==> src/rtl/matrix_stream_loader.sv <==
// ----------------------------------------------------------------------------
// matrix_stream_loader
//   Collects DIM*DIM signed elements, one per valid/ready beat, in row-major
//   order terminated by a last marker. Packs them into one flat matrix bus for
//   the determinant unit and holds that matrix under a valid/ready handshake
//   until the consumer takes it. Malformed frames are discarded and flagged
//   with a one-cycle frame_err pulse.
//
// Ports
//   clk        in   1       rising-edge clock
//   rst_n      in   1       asynchronous reset, active low
//   clear      in   1       synchronous abort of partial/held matrix
//   in_data    in   ELEM_W  element value, stored bit-exact
//   in_valid   in   1       in_data/in_last valid
//   in_last    in   1       final element of a frame
//   in_ready   out  1       element accepted this cycle when in_valid
//   out_matrix out  MAT_W   element k at [MAT_W-1-k*ELEM_W -: ELEM_W]
//   out_valid  out  1       out_matrix complete and stable
//   out_ready  in   1       consumer takes out_matrix this cycle
//   frame_err  out  1       one-cycle pulse, malformed frame discarded
//   elem_cnt   out  4       elements accepted in the current frame
// ----------------------------------------------------------------------------
module matrix_stream_loader #(
    parameter int ELEM_W = 8,
    parameter int DIM    = 3,
    parameter int MAT_W  = DIM*DIM*ELEM_W
) (
    input  logic              clk,
    input  logic              rst_n,
    input  logic              clear,
    input  logic [ELEM_W-1:0] in_data,
    input  logic              in_valid,
    input  logic              in_last,
    output logic              in_ready,
    output logic [MAT_W-1:0]  out_matrix,
    output logic              out_valid,
    input  logic              out_ready,
    output logic              frame_err,
    output logic [3:0]        elem_cnt
);

    localparam int         N        = DIM*DIM;
    localparam logic [3:0] LAST_IDX = 4'(N-1);

    // S_DROP is the resync sub-mode of loading after an over-long frame:
    // the stream is still accepted but discarded up to the next in_last.
    typedef enum logic [1:0] {
        S_LOAD = 2'd0,
        S_DROP = 2'd1,
        S_FULL = 2'd2
    } state_t;

    state_t                        r_state;
    state_t                        w_state_nxt;
    logic [3:0]                    r_cnt;
    logic [3:0]                    w_cnt_nxt;
    logic [N-1:0][ELEM_W-1:0]      r_mat;
    logic [N-1:0][ELEM_W-1:0]      w_mat_nxt;
    logic                          r_err;
    logic                          w_err_nxt;
    logic                          w_in_beat;
    logic                          w_out_beat;
    logic                          w_store;
    logic                          w_zero;

    // Handshake outputs are pure state decode: nothing combinational from
    // in_valid reaches the output side.
    assign in_ready   = (r_state != S_FULL);
    assign out_valid  = (r_state == S_FULL);
    assign out_matrix = r_mat;
    assign frame_err  = r_err;
    assign elem_cnt   = r_cnt;

    assign w_in_beat  = in_valid && in_ready;
    assign w_out_beat = out_valid && out_ready;

    // ------------------------------------------------------------------------
    // State register
    // ------------------------------------------------------------------------
    always_ff @(posedge clk or negedge rst_n) begin
        if (!rst_n) begin
            r_state <= S_LOAD;
            r_cnt   <= '0;
            r_mat   <= '0;
            r_err   <= 1'b0;
        end else begin
            r_state <= w_state_nxt;
            r_cnt   <= w_cnt_nxt;
            r_mat   <= w_mat_nxt;
            r_err   <= w_err_nxt;
        end
    end

    // ------------------------------------------------------------------------
    // Next-state / control
    // ------------------------------------------------------------------------
    always_comb begin
        w_state_nxt = r_state;
        w_cnt_nxt   = r_cnt;
        w_err_nxt   = 1'b0;
        w_store     = 1'b0;
        w_zero      = 1'b0;

        if (clear) begin
            w_state_nxt = S_LOAD;
            w_cnt_nxt   = '0;
            w_zero      = 1'b1;
        end else begin
            unique case (r_state)
                S_LOAD: begin
                    if (w_in_beat) begin
                        if (r_cnt == LAST_IDX) begin
                            w_cnt_nxt = '0;
                            if (in_last) begin
                                w_store     = 1'b1;
                                w_state_nxt = S_FULL;
                            end else begin
                                // Too long: flag once, then swallow the rest
                                w_zero      = 1'b1;
                                w_err_nxt   = 1'b1;
                                w_state_nxt = S_DROP;
                            end
                        end else if (in_last) begin
                            // Too short
                            w_cnt_nxt = '0;
                            w_zero    = 1'b1;
                            w_err_nxt = 1'b1;
                        end else begin
                            w_store   = 1'b1;
                            w_cnt_nxt = r_cnt + 4'd1;
                        end
                    end
                end
                S_DROP: begin
                    if (w_in_beat && in_last) begin
                        w_state_nxt = S_LOAD;
                    end
                end
                S_FULL: begin
                    if (w_out_beat) begin
                        w_state_nxt = S_LOAD;
                        w_zero      = 1'b1;
                    end
                end
                default: begin
                    w_state_nxt = S_LOAD;
                    w_cnt_nxt   = '0;
                    w_zero      = 1'b1;
                end
            endcase
        end
    end

    // ------------------------------------------------------------------------
    // Matrix slots. Element k lives in r_mat[N-1-k] so element 0 lands in
    // the MSBs of the flat bus.
    // ------------------------------------------------------------------------
    always_comb begin
        w_mat_nxt = r_mat;
        if (w_zero) begin
            w_mat_nxt = '0;
        end else if (w_store) begin
            for (int k = 0; k < N; k++) begin
                if (r_cnt == 4'(k)) begin
                    w_mat_nxt[N-1-k] = in_data;
                end
            end
        end
    end

endmodule
==> config.mk <==
export PLATFORM = sky130hd
export DESIGN_NAME = matrix_stream_loader
export DESIGN_NICKNAME = d
export VERILOG_FILES = /design/src/rtl/matrix_stream_loader.sv
export SDC_FILE = /design/constraint.sdc
export NUM_CORES = 1
export LEC_CHECK = 0
export ABC_AREA = 1
export BUFFER_PORTS_ARGS = -buffer_cell sky130_fd_sc_hd__buf_4
export CORE_MARGIN = 2
export CORE_UTILIZATION = 53
export DETAILED_ROUTE_END_ITERATION = 8
export PLACE_DENSITY_LB_ADDON = 0.12
export SYNTH_ARGS = -nofsm -noshare
export SYNTH_HDL_FRONTEND = slang
export SYNTH_SLANG_ARGS = --single-unit
==> constraint.sdc <==
create_clock -name clk -period 2.3 [get_ports clk]
set_clock_uncertainty 0.1 [all_clocks]
set_input_delay 0.345 -clock clk [delete_from_list [all_inputs] [get_ports clk]]
set_output_delay 0.345 -clock clk [all_outputs]
set_load 0.02 [all_outputs]
* Word level (Yosys, flattened, before mapping)
Cells that the tools add are included.
Cells by class: add/subtract/negate cells 1, $lt $le $gt $ge 0, multipliers 0, eq/ne operators 16, reductions and logical operators 27, div/mod/pow operators 0, shift-type cells 0, bitwise logic cells 0, mux-type cells 36
Operators with widths (count):
- 72-bit two-way mux | 2
- 8-bit two-way mux | 9
- 2-bit AND reduction | 10
- 2-bit nonzero test | 10
- 4-bit by 3-bit == test with 1-bit output, second input constant | 4
- 4-bit two-way mux | 4
- 1-bit two-way mux | 12
- 2-bit two-way mux | 6
- 3-bit inequality test, second input constant | 3
- 4-bit by 2-bit == test with 1-bit output, second input constant | 2
- 4-bit one-hot mux with 2 select lines | 1
- 2-bit one-hot mux with 3 select lines | 1
- 4-bit by 1-bit adder with 4-bit output, second input constant | 1
- 4-bit by 1-bit == test with 1-bit output, second input constant | 1
- 4-bit == test, second input constant | 1
- 4-bit zero test | 1
- 4-bit AND reduction | 1
- 1-bit logical AND | 3
- 3-bit by 2-bit inequality test with 1-bit output, second input constant | 1
- 1-bit one-hot mux with 3 select lines | 1
- 2-bit by 1-bit == test with 1-bit output, second input constant | 1
- 2-bit == test, second input constant | 1
- 2-bit zero test | 1
- 2-bit by 1-bit inequality test with 1-bit output, second input constant | 1
- 2 further kinds | 2
Storage, ports and cells: memories 0, RAM bits 0, bits of input ports 14, output and inout port bits 79, bits in registers 79, memory bits (read-only) 0, bits in latches 0

* Logic depth before layout (Yosys ltp)
Gate-level depths: netlist (run 1).
depth in word-level cells 7, mapped depth 11, mapped depth without buffers 10

* Least setup slack after synthesis (run 1)
OpenSTA, ideal clock, no wires.
path kind reg2reg, start point reg r_state[0], end point reg r_mat, in the netlist out_matrix[56], path buffers 1, cell stages (with the launch flop) 12, setup time 0.118 ns, arrival 1.746 ns, setup slack 0.336 ns, period minus slack after synthesis 1.964 ns, cell sequence dfrtp_1 inv_1 ha_1 inv_2 nand2_2 nor2_1 nand3_2 buf_12 nand3_2 nand2_2 nand2_1 nand2_1
On the way: cells in the longest elaborated chain, start to end 7, elaborated cells on any way between the ends 17
Ends and longest elaborated chain:
- start: declaration | RTL line 53 | state_t r_state;
- start signal: assignment | RTL line 87 | r_state <= w_state_nxt;
- 2-bit == test (*) | RTL line 69 | assign out_valid = (r_state == S_FULL);
- via out_valid | RTL line 36 | output logic out_valid,
- 1-bit logical AND | RTL line 75 | assign w_out_beat = out_valid && out_ready;
- 1-bit two-way mux | RTL line 140 | if (w_out_beat) begin
- 1-bit one-hot mux with 3 select lines (*) | RTL line 109 | unique case (r_state)
- 1-bit two-way mux (*) | RTL line 104 | if (clear) begin
- 2-bit nonzero test (no source line)
- 2-bit AND reduction (no source line)
- end signal: assignment | RTL line 89 | r_mat <= w_mat_nxt;
- end: declaration | RTL line 57 | logic [N-1:0][ELEM_W-1:0] r_mat;
Mark *: on every way through the listed nets, which the timed path passes. The rest lies on a longest branch. A chain may end at the register's enable or synchronous reset.

* Worst setup path after layout (run 1)
start point reg r_state[0], end point reg r_mat, in the netlist out_matrix[39]
On the way: cells in the longest elaborated chain, start to end 7, elaborated cells on any way between the ends 17
Ends and longest elaborated chain (RTL line):
- 2-bit == test or 2-bit inequality test (tied branches) | 69, 109, 68
- 1-bit logical AND (on tied branches) | 75, 74
- 1-bit two-way mux (on tied branches) | 140, 111
- 1-bit one-hot mux with 3 select lines or 1-bit two-way mux (tied branches) | 109
- 1-bit two-way mux | 104
- 2-bit nonzero test (no source line)
- 2-bit AND reduction (no source line)
Parallel ways exist; a longest one is shown, timed or not.

==> impl_metrics.csv, run 1 <==
group,metric,value,unit
logic_synthesis,syn-num-nets,435,
setup_path,worstRegToRegCells,10,
layout,final_cell_mix,"166 x nand2_1, 102 x buf_4, 80 x nand3_1",
logic_synthesis,ys_types,23,
layout,multi_input_area,1516,um2
drt,drtIter0Drc,238,
logic_synthesis,syn_area,3621,um2
layout,final_area,4669,um2
grt,overflow,0,
timing,finalCritPeriodShare,89.23,%
layout,drive_above_1_share,28.76,%
setup_path,critPathMaxFanout,10,
layout,final_common_cell,"nand2_1",
grt,grt_antenna_before_repair,0,
layout,regArea,1977,um2
setup_path,arrival,2.19,ns
grt,grt_pass1_wl,14.66,mm
placement,io_buffers,92,
clocking,max-clock-path-buffers,2,
die,ioPinCount,93,
drt,wl,9.067,mm
setup_path,critPathLaunchType,"register",
drt,drc,0,
grt,grt_max_degree,48,
layout,fillers,550,
drt,num_vias,3226,
setup_path,required,2.44,ns
timing,fmax,487.3,MHz
timing,timing.final.max_slew_violations,0,
setup_path,rr_endpoint,"out_matrix[39]$_DFFE_PN0P_",
placement,place_congestion,0.8214,
hold_path,min_to,"frame_err$_DFF_PN0_",
setup_path,criticalPathCategory,"reg -> reg",
timing,period_minus_slack,2.052,ns
logic_synthesis,syn_avg_cell_area,8.767,um2
outcome,status,"complete, no violations",
pwr,p_leak,0.002633,uW
hold_path,min_path_type,"in -> reg",
timing,setup_viol,0,
clocking,post_cts_buffers,0,
logic_synthesis,seq_area_frac_synth,54.60,%
setup_path,slowest_delay,0.40,ns
drt,wl_per_cell,14.99,um
logic_synthesis,ys_warn_count,0,
timing,hold_viol_final,0,
logic_synthesis,ys_ff_latch,79,
grt,grt_pass1_vias,2984,
grt,track_usage,25.32,%
clocking,cts-root-buf,"clkbuf_8",
pwr,peakVddDrop,761.1,uV
placement,dpl.hpwl,6.424,mm
hold_path,hp-start,"clear",
clocking,clkSinkCount,79,
clocking,numCtsBuffers,9,
drt,via_per_inst,5.332,
clocking,cts_tree,"done",
setup_path,path_buf_inv,2,
die,die_area,7509,um2
placement,place_area,4472,um2
setup_path,reg2reg_setup_slack,0.25,ns
timing,slew_headroom,70.41,%
layout,num_antenna_cells,0,
clocking,htreeDepth,3,
die,rows,30,
setup_path,reg2reg_from,"r_state[0]$_DFFE_PN0P_",
clocking,worstSkewPairLatency,0.34,ns
clocking,clkTransAtPathRegs,0.08,ns
timing,setup_tns,0,ns
die,die_w,86.66,um
die,coreArea,6719,um2
drt,drtPass1Iterations,4,
logic_synthesis,syn-instance-count,413,
layout,nets,542,
drt,ant_nets,0,
timing,worst_pin_slew,0.4439,ns
setup_path,cp_slowest_cell,"dfrtp_1",
timing,rsz0062_at_grt,"no",
setup_path,endpoint_kind,"register",
setup_path,worstPathCellList,"inv_1 > ha_1 > inv_2 > nand2_2 > nor2_1 > nand3_4 > nand3_2 > nand2_2 > nand2_1 > nand2_1",
layout,syn2layout_area_growth,28.96,%
die,die_h,86.66,um
run,drv_cap,0,
pwr,power_density,1402,nW/um2
setup_path,worst_path_dominant_cell_family,"simple AND/OR/NAND/NOR gates",
die,initial_core_util,53.89,%
hold_path,worstHoldPathCells,2,
-- power breakdown --
group          switching (uW)  total, uW  internal, uW
Combinational            2080       3310          1230
Sequential                358       2300          1940
Clock                     532        933           400
Total                    2970       6550          3570
-- synthesized netlist by cell type --
cell type	number	area (um2)
a21oi_1	2	10.01
and3_1	1	6.260
buf_12	1	20.02
buf_2	1	5.000
buf_4	1	7.510
clkbuf_1	6	22.52
clkinv_4	1	8.760
dfrtp_1	79	1977
ha_1	8	100.1
inv_1	19	71.32
inv_2	2	7.510
nand2_1	166	623.1
nand2_2	9	56.30
nand2_8	1	20.02
nand3_1	80	400.4
nand3_2	10	100.1
nand4_1	1	6.260
nor2_1	8	30.03
nor2_4	8	90.09
nor3_1	2	10.01
nor3b_1	1	7.510
o21ai_0	5	25.02
o21ai_4	1	16.27
-- timing repair --
action | 4_1_cts | 5_1_grt
endpoints found under the setup margin | 0 | 12
hold endpoints to repair | 32 | 0
hold buffers | 1 | 0
resized for setup | 0 | 2
-- flip-flops by register name, indices dropped and copies added, names as in the netlist --
name,count
frame_err,1
out_matrix,72
r_state,2
elem_cnt,4
-- metrics by stage --
step / hold WS [ns] / power (uW) / setup slack [ns] / instances / utilization (%)
finish: 0.08922 / 6546 / 0.2478 / 605 / 69.50
global route: 0.08278 / 6971 / 0.09714 / 605 / 69.50
CTS: 0.07370 / 6564 / 0.07675 / 605 / 69.27
detailed placement: 0.2217 / 5628 / 0.09942 / 588 / 66.55
global placement: 0.2231 / 5566 / 0.1658 / 588 / 66.55
floorplan: -0.05059 / 4213 / 0.3356 / 413 / -
-- metal layers --
| metal | vias up | track usage [%] | part of all wire, % |
|---|---|---|---|
| met5 | - | 0 | 0 |
| met2 | 104 | 39.37 | 48 |
| li1 | 1549 | - | - |
| met3 | 9 | 5.333 | 5.5 |
| met4 | 0 | 6.250 | 0.96 |
| met1 | 1564 | 36.60 | 46 |
-- cells by family (layout without fill, tap and decap cells) --
kind of cell | count (synthesis) | count (layout) | share of synthesized area [%]
DFF | 79 | 79 | 54.60
adders and majority gates | 8 | 8 | 2.764
buffers and inverters | 31 | 143 | 3.939
AOI/OAI and AO/OA | 8 | 8 | 1.417
and+or+nand+nor | 287 | 287 | 37.28
-- worst max path at each step --
stage / startpoint / to / slack (ns) / cells past startpoint
6_report: r_state[0]$_DFFE_PN0P_ / out_matrix[39]$_DFFE_PN0P_ / 0.25 / 10
5_1_grt: r_state[0]$_DFFE_PN0P_ / out_matrix[39]$_DFFE_PN0P_ / 0.1 / 10
4_1_cts: r_state[0]$_DFFE_PN0P_ / out_matrix[20]$_DFFE_PN0P_ / 0.08 / 10
3_5_place_dp: r_state[0]$_DFFE_PN0P_ / out_matrix[20]$_DFFE_PN0P_ / 0.1 / 10
3_3_place_gp: r_state[0]$_DFFE_PN0P_ / out_matrix[19]$_DFFE_PN0P_ / 0.17 / 10
2_1_floorplan: r_state[0]$_DFFE_PN0P_ / out_matrix[56]$_DFFE_PN0P_ / 0.34 / 11
-- cell type report --
cell class | instances | area share (%)
well taps | 80 | 2.144
multi-input cells | 303 | 32.48
repair buffers | 105 | 17.47
inverters | 22 | 1.876
clock buffers | 10 | 2.733
clock inverters | 6 | 0.9646
flip-flops and latches | 79 | 42.34
No activity file was read; power rests on OpenSTA's default activity.
==> inputs of run 2 (changes only) <==
--- a/config.mk
+++ b/config.mk
@@ -5,7 +5,6 @@
 export SDC_FILE = /design/constraint.sdc
 export NUM_CORES = 1
 export LEC_CHECK = 0
-export ABC_AREA = 1
 export BUFFER_PORTS_ARGS = -buffer_cell sky130_fd_sc_hd__buf_4
 export CORE_MARGIN = 2
 export CORE_UTILIZATION = 53
==> run 2 against run 1 <==
Compared with the run above: utilization grew 2.9 points; setup slack worse by 0.12 ns; non-clock buffer count up 6; die area rose by 2.3%; sequential power fell by 37%; count of clock-buffer cells in the layout unchanged; final cell count down 12%; global-route usage shrank 0.46 points; sequential cell count did not move.
==> impl_metrics.csv, run 2 <==
group,metric,value,unit
outcome,status,"complete, no violations",
clocking,clkSinkCount,79,
clocking,numCtsBuffers,9,
die,ioPinCount,93,
pwr,p_leak,0.002495,uW
die,initial_core_util,54.59,%
die,die_area,7683,um2
setup_path,reg2reg_setup_slack,0.13,ns
logic_synthesis,seq_area_frac_synth,53.31,%
layout,drive_above_1_share,33.26,%
setup_path,required,2.47,ns
timing,setup_viol,0,
die,coreArea,6794,um2
drt,num_vias,2857,
placement,place_congestion,0.7889,
setup_path,arrival,2.34,ns
logic_synthesis,synth_top_cells_by_area,"dfrtp_1 53%, mux2i_1 18%, nand2_1 6.7%",
layout,stdcell_count,532,
setup_path,cp_slowest_cell,"dfrtp_1",
grt,grt_antenna_before_repair,0,
pwr,p_seq_share,46.9,%
hold_path,min_to,"out_matrix[2]$_DFFE_PN0P_",
grt,overflow,0,
pwr,p_clk_share,40.3,%
logic_synthesis,yosysMostFrequentCell,"dfrtp_1",
pwr,p_int,2316,uW
logic_synthesis,synth_commonest_cells,"79 x dfrtp_1, 66 x nand2_1, 65 x mux2i_1",
grt,grt_max_degree,49,
layout,syn2layout_area_growth,32.56,%
timing,whs,0.1714,ns
hold_path,worstHoldPathCells,3,
drt,drtIter0Drc,225,
timing,period_minus_slack,2.173,ns
die,die_w,87.65,um
hold_path,hp-start,"in_data[2]",
logic_synthesis,syn-instance-count,323,
logic_synthesis,async_flop_share,100.0,%
setup_path,rr_endpoint,"out_matrix[39]$_DFFE_PN0P_",
drt,via_per_inst,5.370,
drt,drc,0,
die,rows,30,
logic_synthesis,synth-edff-count,0,
timing,finalCritPeriodShare,94.48,%
clocking,clkTransAtPathRegs,0.09,ns
drt,wl_per_cell,16.96,um
logic_synthesis,synth_top_area_share,53.31,%
logic_synthesis,ys_types,38,
logic_synthesis,ys_warn_count,0,
grt,grt_pass1_wl,14.65,mm
pwr,peakVddDrop,330.0,uV
timing,setup_tns,0,ns
timing,timing.final.max_slew_violations,0,
setup_path,slowest_delay,0.41,ns
die,die_h,87.65,um
drt,wl,9.025,mm
timing,worst_pin_slew,0.7469,ns
clocking,max-clock-path-buffers,2,
logic_synthesis,ys_ff_latch,79,
setup_path,critPathMaxFanout,11,
setup_path,criticalPathCategory,"reg -> reg",
run,drv_cap,0,
logic_synthesis,synth_ff_type,"dfrtp_1",
logic_synthesis,synth_top_cell_by_area,"dfrtp_1",
placement,dpl.hpwl,6.160,mm
setup_path,endpoint_kind,"register",
setup_path,critPathLaunchType,"register",
pwr,power_density,628.5,nW/um2
setup_path,worstRegToRegCells,8,
clocking,worstSkewPairLatency,0.34,ns
drt,ant_nets,0,
pwr,p_sw,773.7,uW
logic_synthesis,syn_area,3709,um2
setup_path,worstPathCellList,"inv_1 > ha_1 > and3b_1 > xnor2_4 > buf_12 > buf_4 > a21oi_4 > mux2i_1",
clocking,cts_tree,"done",
timing,hold_viol_final,0,
layout,nets,453,
layout,num_antenna_cells,0,
logic_synthesis,syn-num-nets,345,
logic_synthesis,syn_avg_cell_area,11.48,um2
layout,largest_reg_flops,72,
grt,grt_pass1_vias,2864,
grt,track_usage,24.87,%
placement,io_buffers,92,
timing,slew_headroom,48.92,%
layout,final_common_cell,"buf_4",
pwr,swShare,25.04,%
layout,final_cell_mix,"105 x buf_4, 79 x dfrtp_1, 66 x nand2_1",
timing,fmax,460.2,MHz
setup_path,reg2reg_from,"elem_cnt[1]$_DFFE_PN0P_",
clocking,htreeDepth,3,
hold_path,min_path_type,"in -> reg",
drt,drtPass1Iterations,5,
clocking,cts-root-buf,"clkbuf_8",
pwr,pwr-share-comb,12.8,%
placement,dp.cells,507,
## run 2: cell types whose count changed after synthesis, moves of 4 or more
cell / before / now
clkbuf_1: 6 / 10
nand3_1: 80 / 4
nand2b_1: 0 / 6
nand2_2: 9 / 0
a22oi_1: 0 / 9
nor2_4: 8 / 0
inv_1: 19 / 7
o21ai_2: 0 / 4
mux2i_1: 0 / 65
nand2_1: 166 / 66
a21oi_4: 0 / 4
## run 2: how the worst max path moves through the flow
stage | from | to | slack [ns] | depth (start not counted)
after floorplan | elem_cnt[0]$_DFFE_PN0P_ | out_matrix[8]$_DFFE_PN0P_ | 0.12 | 8
after global placement | elem_cnt[1]$_DFFE_PN0P_ | out_matrix[14]$_DFFE_PN0P_ | 0.07 | 6
after detailed placement | elem_cnt[1]$_DFFE_PN0P_ | out_matrix[29]$_DFFE_PN0P_ | -0.02 | 6
after CTS | elem_cnt[1]$_DFFE_PN0P_ | out_matrix[16]$_DFFE_PN0P_ | 0.1 | 8
after global routing | elem_cnt[0]$_DFFE_PN0P_ | out_matrix[34]$_DFFE_PN0P_ | -0.002 | 8
final | elem_cnt[1]$_DFFE_PN0P_ | out_matrix[39]$_DFFE_PN0P_ | 0.13 | 8
## run 2: timing repair
item / in CTS / in global routing
hold buffers: 1 / 0
buffers inserted: 4 / 4
endpoints found under the setup margin: 12 / 6
pin swaps: 1 / 3
endpoints found under the hold margin: 46 / 0
resized for setup: 0 / 1
## run 2: worst max-delay path: cells and delay by family (launching register included)
kind | cells | cell delay, ns
flip-flops | 1 | 0.41
multiplexers | 1 | 0.24
XOR/XNOR | 1 | 0.17
buffers and inverters | 3 | 0.40
AND/OR/NAND/NOR | 1 | 0.25
AO/OA/AOI/OAI | 1 | 0.33
adder cells (fa/ha/maj) | 1 | 0.19
## run 2: kinds of logic (layout without fill, tap and decap cells)
group,count (synthesis),after routing,share of synthesized area (%)
AOI/OAI and AO/OA,38,38,8.569
and+or+nand+nor,111,111,14.54
adders and majority gates,8,8,2.699
DFF,79,79,53.31
muxes,65,65,17.54
buffers and inverters,21,134,2.598
xor gates and xnor gates,1,1,0.7423
## run 2: metal layers
layer	GRT usage, %	vias up	wire length, um
met5	0	-	0
met4	7.552	0	61
met3	4.147	6	510
met2	37.60	87	4301
met1	37.01	1424	4152
li1	-	1340	-
## run 2: area by class of cell
class                   instances  area, um2
multi-input cells             223       1650
inverters                       7      26.28
well taps                      96      120.1
clock inverters                 6      116.4
fillers                       510       1878
flip-flops and latches         79       1977
clock buffers                  10      127.6
repair buffers                111      898.4
## run 2: metrics by stage
step,setup WS (ns),power (uW),area [um2],util [%]
2_1_floorplan,0.1181,1680,3709,-
3_3_place_gp,0.07482,1844,4544,66.89
3_5_place_dp,-0.01688,1851,4544,66.89
4_1_cts,0.09533,3097,4841,71.25
5_1_grt,-0.002454,3212,4916,72.36
6_report,0.1271,3090,4916,72.36
## run 2: power groups by stage
stage	registers, uW	clock network, uW	logic, uW
2_1_floorplan	1520	0	158
3_3_place_gp	1480	0	367
3_5_place_dp	1480	0	374
4_1_cts	1450	1260	384
5_1_grt	1450	1330	428
6_report	1450	1240	395
==> inputs of run 3 (changes only) <==
--- a/config.mk
+++ b/config.mk
@@ -5,9 +5,8 @@
 export SDC_FILE = /design/constraint.sdc
 export NUM_CORES = 1
 export LEC_CHECK = 0
-export BUFFER_PORTS_ARGS = -buffer_cell sky130_fd_sc_hd__buf_4
-export CORE_MARGIN = 2
-export CORE_UTILIZATION = 53
+export BUFFER_PORTS_ARGS = -buffer_cell sky130_fd_sc_hd__buf_2
+export CORE_UTILIZATION = 35
 export DETAILED_ROUTE_END_ITERATION = 8
 export PLACE_DENSITY_LB_ADDON = 0.12
 export SYNTH_ARGS = -nofsm -noshare
==> run 3 against run 2 <==
Compared with the run above: combinational power shrank 8.1%; count of clock-buffer cells in the layout increased by 2; largest cell class unchanged; largest power group unchanged; utilization decreased by 27 points; via count fell by 2.2%; die area grew 43%; worst hold slack better by 0.0024 ns; first-iteration DRC count down 52%; global-route usage is 6.8 points lower; critical endpoint is now out_matrix[8]$_DFFE_PN0P_; final cell count rose by 7.3%; clock power fell by 25%.
==> impl_metrics.csv, run 3 (synthesis results as in run 2) <==
group,metric,value,unit
pwr,p_leak,0.002438,uW
timing,hold_viol_final,0,
layout,drive_above_1_share,32.87,%
timing,worst_pin_slew,0.6366,ns
grt,grt_antenna_before_repair,0,
setup_path,worst_path_dominant_cell_family,"buffers and inverters",
placement,place_ws,0.003693,ns
clocking,clkSinkCount,79,
die,coreArea,10280,um2
timing,setup_tns,0,ns
layout,nets,452,
placement,place_congestion,0.7425,
timing,fmax,457.7,MHz
grt,grt_pass1_vias,2635,
drt,wl_per_cell,16.73,um
setup_path,arrival,2.36,ns
setup_path,required,2.48,ns
hold_path,min_path_type,"in -> reg",
drt,drtPass1Iterations,4,
clocking,worstSkewPairLatency,0.34,ns
drt,drtIter0Drc,107,
run,drv_cap,0,
timing,timing.final.max_slew_violations,0,
clocking,numCtsBuffers,9,
timing,slew_headroom,57.55,%
timing,setup_ws,0.1152,ns
placement,dpl.hpwl,6.529,mm
layout,num_antenna_cells,0,
layout,syn2layout_area_growth,24.83,%
grt,grt_pass1_wl,14.92,mm
timing,setup_viol,0,
timing,finalCritPeriodShare,94.99,%
die,rows,37,
outcome,status,"complete, no violations",
setup_path,path_buf_inv,3,
timing,period_minus_slack,2.185,ns
grt,track_usage,18.09,%
drt,num_vias,2795,
die,die_area,11010,um2
clocking,clkTransAtPathRegs,0.08,ns
setup_path,reg2reg_setup_slack,0.12,ns
pwr,peakVddDrop,238.7,uV
layout,largest_reg_flops,72,
die,initial_core_util,36.08,%
layout,final_cell_mix,"91 x buf_2, 79 x dfrtp_1, 66 x nand2_1",
pwr,power_density,593.1,nW/um2
layout,final_common_cell,"buf_2",
clocking,cts_tree,"done",
setup_path,critPathLaunchType,"register",
grt,grt_max_degree,32,
timing,rsz0062_at_grt,"no",
setup_path,cp_slowest_cell,"dfrtp_1",
drt,via_per_inst,4.895,
placement,io_buffers,92,
drt,ant_nets,0,
die,ioPinCount,93,
die,die_w,104.9,um
drt,wl,9.552,mm
setup_path,worstPathCellList,"inv_1 > ha_1 > and3b_1 > xnor2_4 > buf_12 > buf_4 > a21oi_4 > mux2i_1",
clocking,htreeDepth,3,
setup_path,critPathMaxFanout,9,
setup_path,endpoint_kind,"register",
clocking,cts-root-buf,"clkbuf_8",
drt,drc,0,
grt,overflow,0,
setup_path,slowest_delay,0.38,ns
setup_path,criticalPathCategory,"reg -> reg",
die,die_h,104.9,um
clocking,max-clock-path-buffers,2,
[run 3: layer usage]
layer,part of all wire [%],routed length [um],global-route usage [%]
met3,4.4,418,2.932
met4,1.4,131,7.243
met5,0,0,0
met1,50,4822,26.89
met2,44,4180,26.11
[run 3: path summary, 6_finish.rpt]
path	cells after the start	to	from
hold / removal	3	out_matrix[3]$_DFFE_PN0P_	in_data[3]
min in group asynchronous	2	out_matrix[62]$_DFFE_PN0P_	rst_n
setup / recovery	8	out_matrix[8]$_DFFE_PN0P_	elem_cnt[0]$_DFFE_PN0P_
hold reg to reg	2	out_matrix[49]$_DFFE_PN0P_	out_matrix[49]$_DFFE_PN0P_
setup reg to reg	8	out_matrix[8]$_DFFE_PN0P_	elem_cnt[0]$_DFFE_PN0P_
max in group asynchronous	3	out_matrix[37]$_DFFE_PN0P_	rst_n
[run 3: worst register-to-register path: stages (launching register included)]
cell and delay, ns:
dfrtp_1 0.38, inv_1 0.11, ha_1 0.18, and3b_1 0.30, xnor2_4 0.11, buf_12 0.15, buf_4 0.18, a21oi_4 0.37
mux2i_1 0.24
[run 3: layout make-up]
type	instances	area (um2)
tap	136	170.2
clock buffer	12	145.1
sequential	79	1977
multi-input combinational	223	1643
clock inverter	4	30.03
timing repair buffer	110	638.1
inverter	7	26.28
fill	1026	5648
[run 3: where the power goes]
group / internal (uW) / total, uW / leakage (uW) / switching, uW
logic: 126 / 363 / 0.00126 / 237
clock network: 426 / 935 / 0.0000870 / 509
registers: 1430 / 1450 / 0.00109 / 22.5
[run 3: per-stage QoR]
step | cell area [um2] | utilization, % | total power (uW) | instances | hold WS (ns)
2_1_floorplan | 3709 | - | 1680 | 323 | -0.05059
3_3_place_gp | 4377 | 42.59 | 1828 | 550 | 0.2266
3_5_place_dp | 4377 | 42.59 | 1829 | 550 | 0.2223
4_1_cts | 4589 | 44.66 | 2788 | 569 | 0.1582
5_1_grt | 4629 | 45.05 | 2877 | 571 | 0.1763
6_report | 4629 | 45.05 | 2746 | 571 | 0.1738
[run 3: what timing repair did]
item	in CTS	in global routing
endpoints found under the hold margin	29	0
resized for setup	0	0
buffers inserted	2	2
pin swaps	1	2
setup endpoints to repair	16	4
hold buffers	1	0
gates cloned	0	0
